[src/rtl/sha256_id_alloc.sv]
// ---------------------------------------------------------------------------
// sha256_id_alloc
//   Issues sequential IDs to the SHA-2 message path. Each ID is broadcast to
//   NUM_CH consumers, each with its own valid/ready handshake; the ID advances
//   only once every channel has taken it. Issued-but-not-retired IDs are
//   counted and issue stalls at MAX_OUTSTANDING. Retirements must come back
//   oldest-first; any other ID raises a sticky error flag.
//
// Ports
//   clk              clock, all logic on posedge
//   nrst             asynchronous active-low reset
//   en               issue enable
//   sync_rst         synchronous reset, same effect as nrst, highest priority
//   id_out           current ID shared by all channels
//   id_out_last      id_out is the all-ones wrap point while any valid is high
//   id_out_valid     per-channel valid
//   id_out_ready     per-channel ready
//   id_retire        ID being retired
//   id_retire_valid  retire valid
//   id_retire_ready  retire ready (something is outstanding)
//   outstanding      issued-not-retired count
//   retire_err       sticky out-of-order retire flag
// ---------------------------------------------------------------------------
module sha256_id_alloc #(
  parameter int ID_W            = 6,
  parameter int NUM_CH          = 2,
  parameter int MAX_OUTSTANDING = 16,
  localparam int CNT_W          = $clog2(MAX_OUTSTANDING + 1)
) (
  input  logic              clk,
  input  logic              nrst,
  input  logic              en,
  input  logic              sync_rst,
  output logic [ID_W-1:0]   id_out,
  output logic              id_out_last,
  output logic [NUM_CH-1:0] id_out_valid,
  input  logic [NUM_CH-1:0] id_out_ready,
  input  logic [ID_W-1:0]   id_retire,
  input  logic              id_retire_valid,
  output logic              id_retire_ready,
  output logic [CNT_W-1:0]  outstanding,
  output logic              retire_err
);

  localparam logic [CNT_W-1:0] MAX_CNT = CNT_W'(MAX_OUTSTANDING);

  typedef enum logic {S_IDLE, S_ISSUE} state_t;

  state_t            r_state;
  state_t            w_state_next;
  logic [ID_W-1:0]   r_id;
  logic [NUM_CH-1:0] r_accepted;
  logic [CNT_W-1:0]  r_outstanding;
  logic              r_err;

  logic [NUM_CH-1:0] w_valid;
  logic [NUM_CH-1:0] w_hs;
  logic              w_complete;
  logic              w_retire_ready;
  logic              w_retire;
  logic [ID_W-1:0]   w_expected;
  logic [CNT_W-1:0]  w_out_next;
  logic              w_can_issue;

  // A channel that already took the current ID drops its valid until every
  // other channel has caught up.
  always_comb begin
    w_valid = '0;
    if (r_state == S_ISSUE) begin
      w_valid = ~r_accepted;
    end
  end

  assign w_hs           = w_valid & id_out_ready;
  assign w_complete     = (r_state == S_ISSUE) && (&(r_accepted | w_hs));
  assign w_retire_ready = (r_outstanding != '0);
  assign w_retire       = id_retire_valid && w_retire_ready;

  // r_id is the next ID to complete, so the oldest outstanding ID sits
  // r_outstanding places behind it (modulo the ID space).
  assign w_expected = r_id - ID_W'(r_outstanding);

  // Simultaneous issue and retire cancel out.
  always_comb begin
    w_out_next = r_outstanding;
    if (w_complete && !w_retire) begin
      w_out_next = r_outstanding + CNT_W'(1);
    end else if (!w_complete && w_retire) begin
      w_out_next = r_outstanding - CNT_W'(1);
    end
  end

  // Room is judged on the post-update count so a retire that frees a slot
  // lets valids reassert on the very next cycle.
  assign w_can_issue = en && (w_out_next < MAX_CNT);

  always_comb begin
    w_state_next = r_state;
    case (r_state)
      S_IDLE:  if (w_can_issue) w_state_next = S_ISSUE;
      S_ISSUE: if (w_complete && !w_can_issue) w_state_next = S_IDLE;
      default: w_state_next = S_IDLE;
    endcase
  end

  always_ff @(posedge clk or negedge nrst) begin
    if (!nrst) begin
      r_state       <= S_IDLE;
      r_id          <= '0;
      r_accepted    <= '0;
      r_outstanding <= '0;
      r_err         <= 1'b0;
    end else if (sync_rst) begin
      r_state       <= S_IDLE;
      r_id          <= '0;
      r_accepted    <= '0;
      r_outstanding <= '0;
      r_err         <= 1'b0;
    end else begin
      r_state       <= w_state_next;
      r_outstanding <= w_out_next;
      if (w_complete) begin
        r_id       <= r_id + ID_W'(1);
        r_accepted <= '0;
      end else begin
        r_accepted <= r_accepted | w_hs;
      end
      if (w_retire && (id_retire != w_expected)) begin
        r_err <= 1'b1;
      end
    end
  end

  assign id_out          = r_id;
  assign id_out_valid    = w_valid;
  assign id_out_last     = (r_id == {ID_W{1'b1}}) && (|w_valid);
  assign id_retire_ready = w_retire_ready;
  assign outstanding     = r_outstanding;
  assign retire_err      = r_err;

endmodule

[config.mk]
export PLATFORM = sky130hd
export DESIGN_NAME = sha256_id_alloc
export DESIGN_NICKNAME = d
export VERILOG_FILES = /design/src/rtl/sha256_id_alloc.sv
export SDC_FILE = /design/constraint.sdc
export NUM_CORES = 1
export LEC_CHECK = 0
export CAP_MARGIN = 25
export CORE_MARGIN = 5
export CORE_UTILIZATION = 48
export CTS_BUF_LIST = sky130_fd_sc_hd__clkbuf_8 sky130_fd_sc_hd__clkbuf_16
export DETAILED_ROUTE_END_ITERATION = 10
export GPL_TIMING_DRIVEN = 1
export PLACE_DENSITY = 0.9
export REMOVE_ABC_BUFFERS = 1
export SETUP_SLACK_MARGIN = 0.3
export SLEW_MARGIN = 10
export SYNTH_ARGS = -nofsm -noshare
export SYNTH_HDL_FRONTEND = slang
export SYNTH_SLANG_ARGS = --single-unit
[constraint.sdc]
create_clock -name clk -period 2.6 [get_ports clk]
set_input_delay 0.65 -clock clk [delete_from_list [all_inputs] [get_ports clk]]
set_output_delay 0.65 -clock clk [all_outputs]
set_load 0.05 [all_outputs]
### Word level (Yosys, flattened, before mapping)

Index checks and enable logic that the tools add are counted.
Widths: inputs -> output; s select.

| cells by class | value |
|---|---|
| add/subtract/negate cells | 4 |
| order comparisons | 1 |
| equal/unequal tests | 2 |
| muxes and demuxes | 14 |
| bitwise operators | 4 |
| reduce and logical (&&, ||, !) cells | 16 |

Operators with widths:

| cell | count |
|---|---|
| $mux 5 | 3 |
| $mux 6 | 2 |
| $logic_and 1x1->1 | 8 |
| $add 6x1->6 const B | 1 |
| $eq 6x6->1 const B | 1 |
| $mux 2 | 3 |
| $ne 6x6->1 | 1 |
| $sub 6x5->6 | 1 |
| $add 5x1->5 const B | 1 |
| $lt 5x5->1 const B | 1 |
| $mux 1 | 5 |
| $reduce_bool 5->1 | 1 |
| $sub 5x1->5 const B | 1 |
| $reduce_bool 2->1 | 2 |
| $logic_not 1->1 | 3 |
| $and 2x2->2 | 1 |
| $not 2->2 | 1 |
| $or 2x2->2 | 1 |
| $pmux 1 s2 | 1 |
| $reduce_and 2->1 | 1 |
| $reduce_or 2->1 | 1 |
| $not 1->1 | 1 |

| storage, ports and cells | value |
|---|---|
| register bits | 15 |
| bits of input ports | 13 |
| output and inout port bits | 16 |
| word-level logic and storage cells | 46 |

### Logic depth before layout (Yosys ltp)

| depth | value |
|---|---|
| word-level depth | 17 |
| mapped depth | 8 |
| gate-level depth less buffers | 8 |

### Worst setup path after synthesis

Ideal clock, no wire load.

| path | value |
|---|---|
| path type | reg2reg |
| start | register r_outstanding[1] (netlist: outstanding[1]) |
| end | register r_outstanding[2] (netlist: outstanding[2]) |
| library setup time | 0.120 ns |
| arrival | 2.337 ns |
| path slack | 0.143 ns |
| stages on the path, launching flop included | 8 |
| buffers on the path | 0 |
| clock period less this slack | 2.457 ns |
| path through | dfrtp_1 -> inv_1 -> ha_1 -> or4b_2 -> nand2_4 -> mux2i_1 -> xnor2_1 -> nor2_1 |

| on the way | value |
|---|---|
| word-level cells in the longest chain between the ends | 6 |

RTL lines:

| item | RTL line | text |
|---|---|---|
| start, declared | 53 | `logic [CNT_W-1:0] r_outstanding;` |
| start signal, assigned | 121 | `r_outstanding <= w_out_next;` |
| $reduce_bool 5->1 * | 76 | `assign w_retire_ready = (r_outstanding != '0);` |
| via id_retire_ready | 40 | `output logic id_retire_ready,` |
| $logic_and 1x1->1 * | 77 | `assign w_retire = id_retire_valid && w_retire_ready;` |
| $logic_and 1x1->1 / $logic_not 1->1 (equally long branches) | 88, 86 |  |
| $mux 5 / $logic_and 1x1->1 (equally long branches) | 88, 86 |  |
| $mux 5 * | 86 | `if (w_complete && !w_retire) begin` |
| $mux 5 * | 113 | `end else if (sync_rst) begin` |

Mark *: on every way through the listed nets, which the timed path passes. The rest lies on a longest branch.
A chain may end at the register's enable or synchronous reset.

### Worst setup path after layout

| path | value |
|---|---|
| start | register r_outstanding[0] (netlist: outstanding[0]) |
| end | output id_retire_ready |

| on the way | value |
|---|---|
| word-level cells in the longest chain between the ends | 1 |

RTL lines:

| item | RTL line |
|---|---|
| $reduce_bool 5->1 | 76 |
| end, declared | 40 |

No other way between the ends.

==> flow_summary_export.csv <==
group,metric,value,unit
status,outcome,"finished clean",
logic_synthesis,synth_area,0.00113,mm2
final_layout,nets,183,
pwr,p_total,0.00149,W
timing,skew,0.00286,ns
pwr,power_density,969,mW/mm2
pwr,ir_drop,0.00123,V
detailed_routing,postRouteAntennaNets,0,
logic_synthesis,yosysWarnings,0,
global_routing,antenna_found_initial,0,
place,post-place-ws,0.145,ns
floorplanning,rows,17,
clock_tree,cts_buffers,3,
place,dp.cells,178,
pwr,swShare,0.456,
logic_synthesis,synthDistinctLibCells,39,
final_layout,drive_gt1_frac,0.163,
setup_path,crit_chain,"inv_2 > ha_2 > or4b_4 > buf_8",
worst_hold_path,min-delay-path-class,"register to register",
final_layout,area_growth,35.6,%
global_routing,grtUsageTotal,0.180,
floorplanning,pin_count,29,
setup_path,crit_family,"simple AND/OR/NAND/NOR gates",
setup_path,slowest_delay,0.51,ns
final_layout,layout_common_cells,"24 x clkdlybuf4s50_1, 17 x nand2_1, 13 x dfrtp_1, 11 x a21oi_1, 11 x xnor2_1",
timing,final_hold_viol_count,0,
setup_path,worstPathRequired,1.95,ns
final_layout,antenna-diode-count,0,
final_layout,final_common_cell,"clkdlybuf4s50_1",
floorplanning,start_util,0.506,
clock_tree,htree_levels,1,
floorplanning,dieArea,0.00343,mm2
global_routing,grt_max_degree,16,
pwr,leakagePower,0.671,nW
global_routing,grt_first_pass_wirelength,4760,um
timing,finalCritPeriodShare,0.873,
logic_synthesis,ys_seq_area_frac,0.332,
clock_tree,cts_root_buffer,"clkbuf_8",
global_routing,grt_pass1_vias,1146,
detailed_routing,wl_per_cell,15.6,um
detailed_routing,viasPerCell,5.84,
pwr,power_frac_comb,0.652,
timing,tns,0,ns
pwr,pwr-share-seq,0.217,
setup_path,arrival,1.62,ns
timing,maxSlewHeadroom,0.533,
flow_run,cap_viol_max_count,0,
timing,fmax,0.441,GHz
clock_tree,cts_max_path_buffers,2,
logic_synthesis,ys_ff_latch,15,
setup_path,critical_path_class,"register to output port",
timing,finalWorstSetupSlack,0.331,ns
logic_synthesis,syn_avg_cell_area,9.20,um2
setup_path,critPathBufInv,2,
place,port_buffers,28,
final_layout,final_cells,188,
floorplanning,fp.coreArea,0.00223,mm2
detailed_routing,drt_pass1_iterations,5,
clock_tree,cts_tree,"yes",
floorplanning,die_h,58.5,um
setup_path,cp_max_fo,4,
timing,rsz0062_at_grt,"no",
setup_path,startpoint_type,"register",
final_layout,finalInstanceArea,0.00153,mm2
global_routing,grt_overflow_total,0,
place,dpl_cell_area,0.00143,mm2
detailed_routing,vias,1098,
clock_tree,insertion_delay,0.25,ns
timing,worst_pin_slew,0.698,ns
setup_path,endpoint_kind,"output port",
detailed_routing,drt-initial-drc-count,26,
pwr,clkPwrFrac,0.131,
place,gp_congestion,0.861,
place,dpl.hpwl,2130,um
pwr,netSwitchingPower,0.000678,W
final_layout,fillCellCount,185,
pwr,p_int,0.000809,W
timing,maxSlewViolCount,0,
detailed_routing,postRouteWirelength,2940,um
detailed_routing,drc_errors,0,
clock_tree,clk_pin_slew_worst_paths,0.06,ns
timing,period_needed,2.27,ns
logic_synthesis,synthCells,123,
clock_tree,cts.sinks,15,
timing,setup_violations,0,
setup_path,crit_slowest_cell,"or4b_4",
floorplanning,die_w,58.5,um
power by group through the flow:
| stage | registers (W) | clock network (W) | logic (W) |
|---|---|---|---|
| after detailed placement | 0.000321 | 0 | 0.000842 |
| after floorplan | 0.000441 | 0 | 0.000487 |
| final | 0.000322 | 0.000195 | 0.000969 |
| after global routing | 0.000328 | 0.000208 | 0.00104 |
| after CTS | 0.000320 | 0.000197 | 0.000855 |
| after global placement | 0.000319 | 0 | 0.000819 |
cells by family after synthesis:
group,count (synthesis),share of synthesized area
AOI/OAI and AO/OA,26,0.171
and+or+nand+nor,46,0.211
muxes,2,0.0177
buffers and inverters,10,0.0454
xor gates and xnor gates,15,0.116
DFF,15,0.332
adders and majority gates,9,0.106
path summary, 6_finish.rpt:
| kind | from | to | slack [ns] | cells after the start |
|---|---|---|---|---|
| worst max-delay path | outstanding[0] | id_retire_ready | 0.33 | 4 |
| min in group asynchronous | nrst | id_out[2] | 0.82 | 1 |
| worst min-delay path | id_out[0] | id_out[0] | 0.59 | 2 |
| worst max register to register | outstanding[2] | retire_err | 0.45 | 7 |
| worst min register to register | id_out[0] | id_out[0] | 0.59 | 2 |
| max in group asynchronous | nrst | outstanding[2] | 1.30 | 1 |
layer usage:
metal	up-vias	wire length (um)	track usage	part of all wire
li1	511	-	-	-
met1	548	1250	0.206	0.43
met2	34	1520	0.309	0.52
met3	5	125	0.0395	0.043
met4	0	43	0.0960	0.015
met5	-	0	0	0
Yosys cell counts:
library cell | instances | area, um2
or3b_1 | 1 | 8.76
o311a_1 | 1 | 10.0
nand2_4 | 1 | 11.3
a211oi_1 | 1 | 7.51
o31ai_1 | 1 | 7.51
inv_1 | 8 | 30.0
nor2_1 | 8 | 30.0
nand2_1 | 17 | 63.8
dfrtp_1 | 15 | 375
o221ai_4 | 1 | 26.3
a21o_2 | 1 | 8.76
nor2b_1 | 2 | 12.5
nor3_1 | 4 | 20.0
ha_1 | 8 | 100
and3b_1 | 1 | 8.76
xor2_1 | 4 | 35.0
xnor2_1 | 11 | 96.3
or4b_2 | 1 | 10.0
o21ai_0 | 2 | 10.0
a2111oi_0 | 1 | 8.76
and4_1 | 1 | 8.76
or3_1 | 1 | 6.26
o211a_1 | 1 | 10.0
nand3_1 | 3 | 15.0
nand4_1 | 2 | 12.5
fa_1 | 1 | 20.0
o221a_2 | 1 | 11.3
nor4b_1 | 1 | 8.76
a311oi_1 | 1 | 8.76
clkbuf_8 | 1 | 13.8
a31o_2 | 1 | 8.76
and2b_2 | 1 | 8.76
a21oi_1 | 11 | 55.1
mux2i_1 | 2 | 20.0
nand2_2 | 1 | 6.26
o41ai_1 | 1 | 8.76
buf_4 | 1 | 7.51
o22ai_1 | 2 | 12.5
nand3b_1 | 1 | 7.51
layout make-up:
type                            instances  area (um2)  share of cell area
Multi-Input combinational cell         98         712               0.464
Sequential cell                        15         378               0.246
Timing Repair Buffer                   35         333               0.217
Clock buffer                            3        41.3              0.0269
Tap cell                               28        35.0              0.0228
Inverter                                8        30.0              0.0196
Clock inverter                          1        5.00             0.00326
registers in the layout (all words and copies together) (netlist names):
register,cells
retire_err,1
r_accepted,2
r_state,1
id_out,6
outstanding,5
metrics by stage:
step	hold WS, ns	util
floorplan	0.354	-
global placement	0.583	0.639
detailed placement	0.591	0.639
CTS	0.604	0.661
global route	0.636	0.687
finish	0.593	0.687
what timing repair did:
action,4_1_cts,5_1_grt
buffers inserted,0,6
hold buffers,0,0
endpoints found under the setup margin,3,3
pin swaps,0,1
resized for setup,3,9
worst register-to-register path: stages (launching register included):
cell and delay [ns]:
dfrtp_2 0.43, inv_1 0.09, ha_1 0.34, a21oi_1 0.15
o21ai_1 0.14, a31o_2 0.27, a2111oi_1 0.41, a211oi_1 0.16
(Power assumes the default switching activity.)
